**src/rtl/vga_timing_pkg.sv**
```systemverilog
`default_nettype none
// ============================================================================
// Module   : vga_timing_pkg
// Purpose  : 640x480@60 default timing constants and coordinate helpers.
// Revision : 1.0 - initial release
// ============================================================================
package vga_timing_pkg;

  localparam int COORD_W = 10;
  typedef logic [COORD_W-1:0] coord_t;

  localparam int H_DISPLAY_DEF = 640;
  localparam int H_FRONT_DEF   = 16;
  localparam int H_SYNC_DEF    = 96;
  localparam int H_BACK_DEF    = 48;
  localparam int V_DISPLAY_DEF = 480;
  localparam int V_FRONT_DEF   = 10;
  localparam int V_SYNC_DEF    = 2;
  localparam int V_BACK_DEF    = 33;

  localparam int H_TOTAL_DEF = H_DISPLAY_DEF + H_FRONT_DEF + H_SYNC_DEF + H_BACK_DEF;
  localparam int V_TOTAL_DEF = V_DISPLAY_DEF + V_FRONT_DEF + V_SYNC_DEF + V_BACK_DEF;

  localparam int HSYNC_START_DEF = H_DISPLAY_DEF + H_FRONT_DEF;
  localparam int HSYNC_END_DEF   = HSYNC_START_DEF + H_SYNC_DEF - 1;
  localparam int VSYNC_START_DEF = V_DISPLAY_DEF + V_FRONT_DEF;
  localparam int VSYNC_END_DEF   = VSYNC_START_DEF + V_SYNC_DEF - 1;

  localparam int CENTER_X = H_DISPLAY_DEF / 2;
  localparam int CENTER_Y = V_DISPLAY_DEF / 2;

  function automatic logic in_range(input coord_t v, input coord_t lo, input coord_t hi);
    return (v >= lo) && (v <= hi);
  endfunction

endpackage
`default_nettype wire

```
**src/rtl/vga_timing_core_mod_counter.sv**
```systemverilog
`default_nettype none
// ============================================================================
// Module   : mod_counter
// Purpose  : Wrap-around counter exposing its next value and last-count flag.
// Revision : 1.0 - initial release
// ============================================================================
module mod_counter #(
  parameter int MAX = 800,
  parameter int W   = 10
) (
  input  logic         clk,
  input  logic         rst_n,
  input  logic         i_en,
  output logic [W-1:0] o_value,
  output logic [W-1:0] o_next,
  output logic         o_wrap
);

  // Reset parks on the last count so the first enabled edge lands on zero.
  localparam logic [W-1:0] C_LAST = W'(MAX - 1);

  logic [W-1:0] r_value;

  assign o_wrap  = (r_value == C_LAST);
  assign o_next  = !i_en ? r_value : (o_wrap ? '0 : r_value + 1'b1);
  assign o_value = r_value;

  always_ff @(posedge clk or negedge rst_n) begin
    if (!rst_n) begin
      r_value <= C_LAST;
    end else begin
      r_value <= o_next;
    end
  end

endmodule
`default_nettype wire

```
**src/rtl/vga_timing_core.sv**
```systemverilog
`default_nettype none
// ============================================================================
// Module   : vga_timing_core
// Purpose  : VGA pixel timing: counters, registered sync/blank, strobes, frame count.
// Revision : 1.0 - initial release
// ============================================================================
module vga_timing_core
  import vga_timing_pkg::*;
#(
  parameter int H_DISPLAY       = H_DISPLAY_DEF,
  parameter int H_FRONT         = H_FRONT_DEF,
  parameter int H_SYNC          = H_SYNC_DEF,
  parameter int H_BACK          = H_BACK_DEF,
  parameter int V_DISPLAY       = V_DISPLAY_DEF,
  parameter int V_FRONT         = V_FRONT_DEF,
  parameter int V_SYNC          = V_SYNC_DEF,
  parameter int V_BACK          = V_BACK_DEF,
  parameter bit SYNC_ACTIVE_LOW = 1'b1,
  parameter int FRAME_CNT_W     = 10
) (
  input  logic                   clk,
  input  logic                   rst_n,
  output logic                   hsync,
  output logic                   vsync,
  output logic                   display_on,
  output logic [COORD_W-1:0]     hpos,
  output logic [COORD_W-1:0]     vpos,
  output logic                   line_start,
  output logic                   frame_start,
  output logic [FRAME_CNT_W-1:0] frame_count
);

  localparam int H_TOTAL = H_DISPLAY + H_FRONT + H_SYNC + H_BACK;
  localparam int V_TOTAL = V_DISPLAY + V_FRONT + V_SYNC + V_BACK;

  generate
    if (H_TOTAL > 1024 || V_TOTAL > 1024) begin : g_size_check
      $error("vga_timing_core: H_TOTAL and V_TOTAL must not exceed 1024");
    end
  endgenerate

  localparam coord_t C_H_DISP   = coord_t'(H_DISPLAY);
  localparam coord_t C_V_DISP   = coord_t'(V_DISPLAY);
  localparam coord_t C_HS_START = coord_t'(H_DISPLAY + H_FRONT);
  localparam coord_t C_HS_END   = coord_t'(H_DISPLAY + H_FRONT + H_SYNC - 1);
  localparam coord_t C_VS_START = coord_t'(V_DISPLAY + V_FRONT);
  localparam coord_t C_VS_END   = coord_t'(V_DISPLAY + V_FRONT + V_SYNC - 1);
  localparam logic   C_SYNC_IDLE = SYNC_ACTIVE_LOW;

  coord_t w_h_next;
  coord_t w_v_next;
  logic   w_h_wrap;
  logic   w_v_wrap;

  mod_counter #(.MAX(H_TOTAL), .W(COORD_W)) u_hcnt (
    .clk     (clk),
    .rst_n   (rst_n),
    .i_en    (1'b1),
    .o_value (hpos),
    .o_next  (w_h_next),
    .o_wrap  (w_h_wrap)
  );

  mod_counter #(.MAX(V_TOTAL), .W(COORD_W)) u_vcnt (
    .clk     (clk),
    .rst_n   (rst_n),
    .i_en    (w_h_wrap),
    .o_value (vpos),
    .o_next  (w_v_next),
    .o_wrap  (w_v_wrap)
  );

  logic                   r_hsync;
  logic                   r_vsync;
  logic                   r_display_on;
  logic                   r_line_start;
  logic                   r_frame_start;
  logic [FRAME_CNT_W-1:0] r_frame_count;

  // Outputs are decoded from the next counter values so they align with hpos/vpos.
  always_ff @(posedge clk or negedge rst_n) begin
    if (!rst_n) begin
      r_hsync       <= C_SYNC_IDLE;
      r_vsync       <= C_SYNC_IDLE;
      r_display_on  <= 1'b0;
      r_line_start  <= 1'b0;
      r_frame_start <= 1'b0;
      r_frame_count <= '0;
    end else begin
      r_hsync       <= in_range(w_h_next, C_HS_START, C_HS_END) ^ C_SYNC_IDLE;
      r_vsync       <= in_range(w_v_next, C_VS_START, C_VS_END) ^ C_SYNC_IDLE;
      r_display_on  <= (w_h_next < C_H_DISP) && (w_v_next < C_V_DISP);
      r_line_start  <= w_h_wrap;
      r_frame_start <= w_h_wrap && w_v_wrap;
      // Advance on entry to vertical blank so the count never moves on visible pixels.
      if (w_h_wrap && (w_v_next == C_V_DISP)) begin
        r_frame_count <= r_frame_count + 1'b1;
      end
    end
  end

  assign hsync       = r_hsync;
  assign vsync       = r_vsync;
  assign display_on  = r_display_on;
  assign line_start  = r_line_start;
  assign frame_start = r_frame_start;
  assign frame_count = r_frame_count;

endmodule
`default_nettype wire

```
**config.mk**
```make
export PLATFORM = sky130hd
export DESIGN_NAME = vga_timing_core
export DESIGN_NICKNAME = d
export VERILOG_FILES = /design/src/rtl/vga_timing_pkg.sv /design/src/rtl/vga_timing_core_mod_counter.sv /design/src/rtl/vga_timing_core.sv
export SDC_FILE = /design/constraint.sdc
export NUM_CORES = 1
export LEC_CHECK = 0
export CAP_MARGIN = 20
export CORE_MARGIN = 5
export CORE_UTILIZATION = 50
export CTS_CLUSTER_SIZE = 30
export DETAILED_ROUTE_END_ITERATION = 10
export PLACE_DENSITY = 0.87
export SYNTH_ARGS = -nofsm -noshare
export SYNTH_HDL_FRONTEND = slang
export SYNTH_HIERARCHICAL = 1
export SYNTH_SLANG_ARGS = --single-unit
```
**constraint.sdc**
```tcl
create_clock -name clk -period 3.5 [get_ports clk]
set_input_delay 0.525 -clock clk [delete_from_list [all_inputs] [get_ports clk]]
set_output_delay 0.525 -clock clk [all_outputs]
set_load 0.005 [all_outputs]
```
# --- Yosys cells after proc, flatten, opt, wreduce, memory -nomap -nowiden ---
# Index checks and enable logic that the tools add are counted.
totals:
  mem_count: 0
  output_inout_bits: 35
  in_bits: 2
  mem_bits_ro: 0
  regBits: 35
  mem_bits_rw: 0
  latchBits: 0
classes:
  mul: 0
  eq_ne: 3
  div: 0
  n_lt_le_gt_ge: 6
  addsub: 3
  mux: 3
  shift: 0
  bitwise_logic: 2
  reduce_logical: 5
op_table:
  columns: ["op", "n"]
  rows:
  - ["$add A10 B1 Y10 const B", 3]
  - ["$mux W10", 3]
  - ["$eq A10 B10 Y1 const B", 2]
  - ["$eq A10 B9 Y1 const B", 1]
  - ["$ge A10 B10 Y1 const B", 1]
  - ["$ge A10 B9 Y1 const B", 1]
  - ["$le A10 B10 Y1 const B", 1]
  - ["$le A10 B9 Y1 const B", 1]
  - ["$lt A10 B10 Y1 const B", 1]
  - ["$lt A10 B9 Y1 const B", 1]
  - ["$logic_and A1 B1 Y1", 5]
  - ["$not A1 Y1", 2]

# --- Longest topological paths before layout ---
depth:
  word_depth: 6
  ltp_mapped: 11

# --- Cells and area by module ---
# Netlist, hierarchy kept.
modules_own_cells:
  columns: ["module", "area_per_inst_um2", "instances", "cells_per_inst"]
  rows:
  - ["vga_timing_core", 705.7, 1, 59]
  - ["mod_counter (u_hcnt)", 549.3, 1, 52]
  - ["mod_counter (u_vcnt)", 540.5, 1, 52]

# --- Worst setup path after synthesis ---
# Ideal clock, no wire load.
synth_timing:
  path_kind: "reg2reg"
  start: "register u_hcnt.r_value[0], in the netlist u_hcnt/o_value[0]"
  end: "register r_frame_count[1], in the netlist frame_count[1]"
  path_stages_with_launch: 10
  setup_ps: 125
  setup_slack_ps: 455
  period_less_slack_ps: 3045
  arrival_ps: 2920
  cell_sequence: "dfstp_2 -> ha_1 -> nand4b_1 -> nor4_2 -> nand3_1 -> or4_1 -> a22oi_1 -> and3b_2 -> nand3_4 -> mux2_2"
synth_via:
  elab_chain_len: 4
synth_rtl:
  columns: ["item", "line_no", "text"]
  rows:
  - ["from (decl)", "vga_timing_core_mod_counter.sv:22", "logic [W-1:0] r_value;"]
  - ["from (signal assigned)", "vga_timing_core_mod_counter.sv:32", "r_value <= o_next;"]
  - ["$eq A10 B10 Y1", "vga_timing_core_mod_counter.sv:24", "assign o_wrap = (r_value == C_LAST);"]
  - ["via w_h_wrap", "vga_timing_core.sv:52", "logic w_h_wrap;"]
  - ["$mux W10", "vga_timing_core_mod_counter.sv:25", "assign o_next = !i_en ? r_value : (o_wrap ? '0 : r_value + 1'b1);"]
  - ["via w_v_next[9]", "vga_timing_core.sv:51", "coord_t w_v_next;"]
  - ["$eq A10 B9 Y1", "vga_timing_core.sv:96", "if (w_h_wrap && (w_v_next == C_V_DISP)) begin"]
  - ["$logic_and A1 B1 Y1", "vga_timing_core.sv:96", null]
  - ["to (signal assigned)", "vga_timing_core.sv:97", "r_frame_count <= r_frame_count + 1'b1;"]
  - ["to (decl)", "vga_timing_core.sv:78", "logic [FRAME_CNT_W-1:0] r_frame_count;"]
# The timed path passes the listed nets, and every way through them passes these cells.
# A chain may end at the register's enable or synchronous reset.

# --- Worst setup path in the final report ---
# Ends and elaborated chain as after synthesis.

==> metrics.txt <==
status=finished, final reports clean; drt pass-1 iters=4; post-CTS setup buffers=0; most frequent cell after synthesis=dfrtp_1; startpoint types=flop; WL final=4.019 mm; die height=69.93 um; initial drt markers=132; post-synthesis average cell area=11.02 um2; ys async rst share=100.0%; Worst R2R Setup Slack=0.22 ns; H-tree depth=2; hpwl dp=2.834 mm; Fmax=305.0 MHz; largest net degree at the start of global routing=36; Post-DRT Antenna Nets=0; Clock Sinks=35; setup TNS=0 ns; Main synth FF type=dfrtp_1; Rel. slew slack=60.76%; critical path peak fanout=17; vias in the first global route=1409; CTS Buf Count=5; period utilisation layout=93.67%; Worst Setup End Kind=flop; post-route setup slack=0.2215 ns; kind of critical path=flop to flop; Vias=1452; Root Driver=clkbuf_4; global-route wire length before repair=6.893 mm; final design utilization=67.40%; CTS tree=yes; sequential share of the synthesized area=49.62%; WHS Path Cells=1; Setup WS pre-CTS=0.2957 ns; nets@finish=212; CTS Buffer Depth=2; Hold Vio Cnt, Final=0; CP bufs+invs=1; layout cells sized above 1=18.84%; DRC viols=0; # IOs=37; I/O Buffers=36; WP data required=3.73 ns; RSZ-0062 raised after global routing=false; Power Dens Cells=421.7 mW/mm2; top cell type's share of synthesized area=32.06%; Post-synth EDFFs=0; r2r startpoint=u_hcnt/o_value[0]; Max rail drop VDD=0.0003091 V; Area Overhead vs Synth=28.22%; Worst Max-Slew Pin Slew=0.5813 ns; Hold Startpoint=frame_count[9]; top cells by count, synth=dfrtp_1 (23), nand2_1 (18), dfstp_2 (12); die width=69.93 um; CTS resizes=0; worst path cell trace=ha_1 -> nand4b_1 -> nor4_2 -> buf_4 -> nand3_1 -> or4_1 -> a22oi_1 -> and3b_2 -> nand3_4 -> mux2_2; starting density of the core=52.56%; drt wl/cell=15.89 um; family with the most delay on the worst path=simple AND/OR/NAND/NOR gates; Max-cap violations=0; Synth warnings=6; row cnt=21; synth top area cells=dfrtp_1 (32%), dfstp_2 (18%), xor2_1 (5.4%); count of cell types in the netlist=46; leading area contributor after synthesis=dfrtp_1; post-synthesis net count=169; clk_lat worst skew=0.34 ns; Layout fillers=269; Cells after Synth=163; Syn Std Cell Area=0.001795 mm2; Max stage delay on crit path=0.61 ns; hold worst-path end=frame_count[9]; Final Skew=0.004771 ns; Yosys reg bits=35; critical path arrival=3.51 ns; Placer Congestion=0.8591; final setup fails=0; Hold Path Class=flop to flop; Reg clk slew, reported paths=0.11 ns; Overall Global Routing Usage=17.67%; FF-to-FF path depth=10; initial antenna violation count=0; Tmin final=3.278 ns; Core Area=0.003416 mm2; Hold-fix buffers, CTS=0; ant diodes=0; Via density=5.739; fin. max-slew vios=0; Die Area=0.004890 mm2; static leakage=0.9750 nW; slowest CP cell=dfstp_2; reg2reg end=frame_count[1]; total grt overflow=0; beginning of the critical path=u_hcnt/o_value[0]
-- layout by cell type (no fill, tap or decap), types with 2 or more instances in the layout --
| master | count |
|---|---|
| a22oi_1 | 2 |
| a31oi_1 | 2 |
| buf_4 | 2 |
| clkbuf_4 | 5 |
| clkdlybuf4s50_1 | 36 |
| dfrtp_1 | 23 |
| dfstp_2 | 12 |
| ha_1 | 4 |
| inv_1 | 7 |
| mux2_2 | 2 |
| nand2_1 | 18 |
| nand2b_1 | 2 |
| nand3_1 | 8 |
| nand4_1 | 9 |
| nor2_1 | 7 |
| nor3_1 | 8 |
| o21ai_0 | 6 |
| o22ai_1 | 2 |
| o311ai_0 | 2 |
| o31ai_1 | 4 |
| or4_1 | 2 |
| xnor2_1 | 6 |
| xor2_1 | 11 |
-- registers in the layout (all words and copies together) (netlist names) --
| signal | count |
|---|---|
| line_start | 1 |
| display_on | 1 |
| hsync | 1 |
| frame_count | 10 |
| u_hcnt/o_value | 10 |
| frame_start | 1 |
| u_vcnt/o_value | 10 |
| vsync | 1 |
-- cell families after synthesis --
kind of cell | after synthesis | synth area share [%]
other | 1 | 0.2089
flip-flops | 35 | 49.62
adder cells (fa/ha/maj) | 4 | 2.788
buffers and inverters | 9 | 2.160
multiplexers | 3 | 1.812
XOR/XNOR | 17 | 8.293
AND/OR/NAND/NOR | 72 | 26.48
AO/OA/AOI/OAI | 22 | 8.641
-- metal layers --
layer / wire length, um / vias to the layer above / GRT usage [%] / share of wire (%)
met4: 73 / 0 / 5.957 / 1.8
met1: 1766 / 719 / 22.47 / 44
met3: 214 / 7 / 5.165 / 5.3
li1: - / 681 / - / -
met2: 1965 / 45 / 28.75 / 49
met5: 0 / - / 0 / 0
-- metrics by stage --
step           area (um2)  hold slack, ns  instances  total power, mW
6_report             2302          0.4823        253           0.9708
3_3_place_gp         2216          0.4644        245           0.6670
5_1_grt              2302          0.5061        253            1.023
2_1_floorplan        1795          0.2294        163           0.5835
3_5_place_dp         2216          0.4648        245           0.6738
4_1_cts              2302          0.4828        253           0.9799
-- worst reg2reg max path, cell delays in order, from the launching register on --
cell and delay [ns]:
dfstp_2 0.61, ha_1 0.26, nand4b_1 0.17, nor4_2 0.17, buf_4 0.25, nand3_1 0.15
or4_1 0.52, a22oi_1 0.28, and3b_2 0.30, nand3_4 0.12, mux2_2 0.35
-- area by class of cell --
type	instances	area (um2)	share of cell area, %
sequential	35	890.9	38.70
multi-input combinational	119	865.8	37.61
timing repair buffer	38	375.4	16.30
tap	46	57.56	2.500
clock buffer	6	51.30	2.228
clock inverter	2	35.03	1.522
inverter	7	26.28	1.141
-- where the power goes --
group          switching, mW  internal [mW]  leakage, nW
Combinational         0.0691         0.0898        0.487
Clock                  0.138          0.169       0.0482
Sequential            0.0552          0.450        0.440
-- how the worst max path moves through the flow --
stage	endpoint	slack [ns]	cells past startpoint
after floorplan	frame_count[1]	0.46	9
after global placement	frame_count[1]	0.45	10
after detailed placement	frame_count[1]	0.30	10
after CTS	frame_count[1]	0.25	10
after global routing	frame_count[8]	0.05	11
final	frame_count[1]	0.22	10
(Power assumes the default switching activity.)
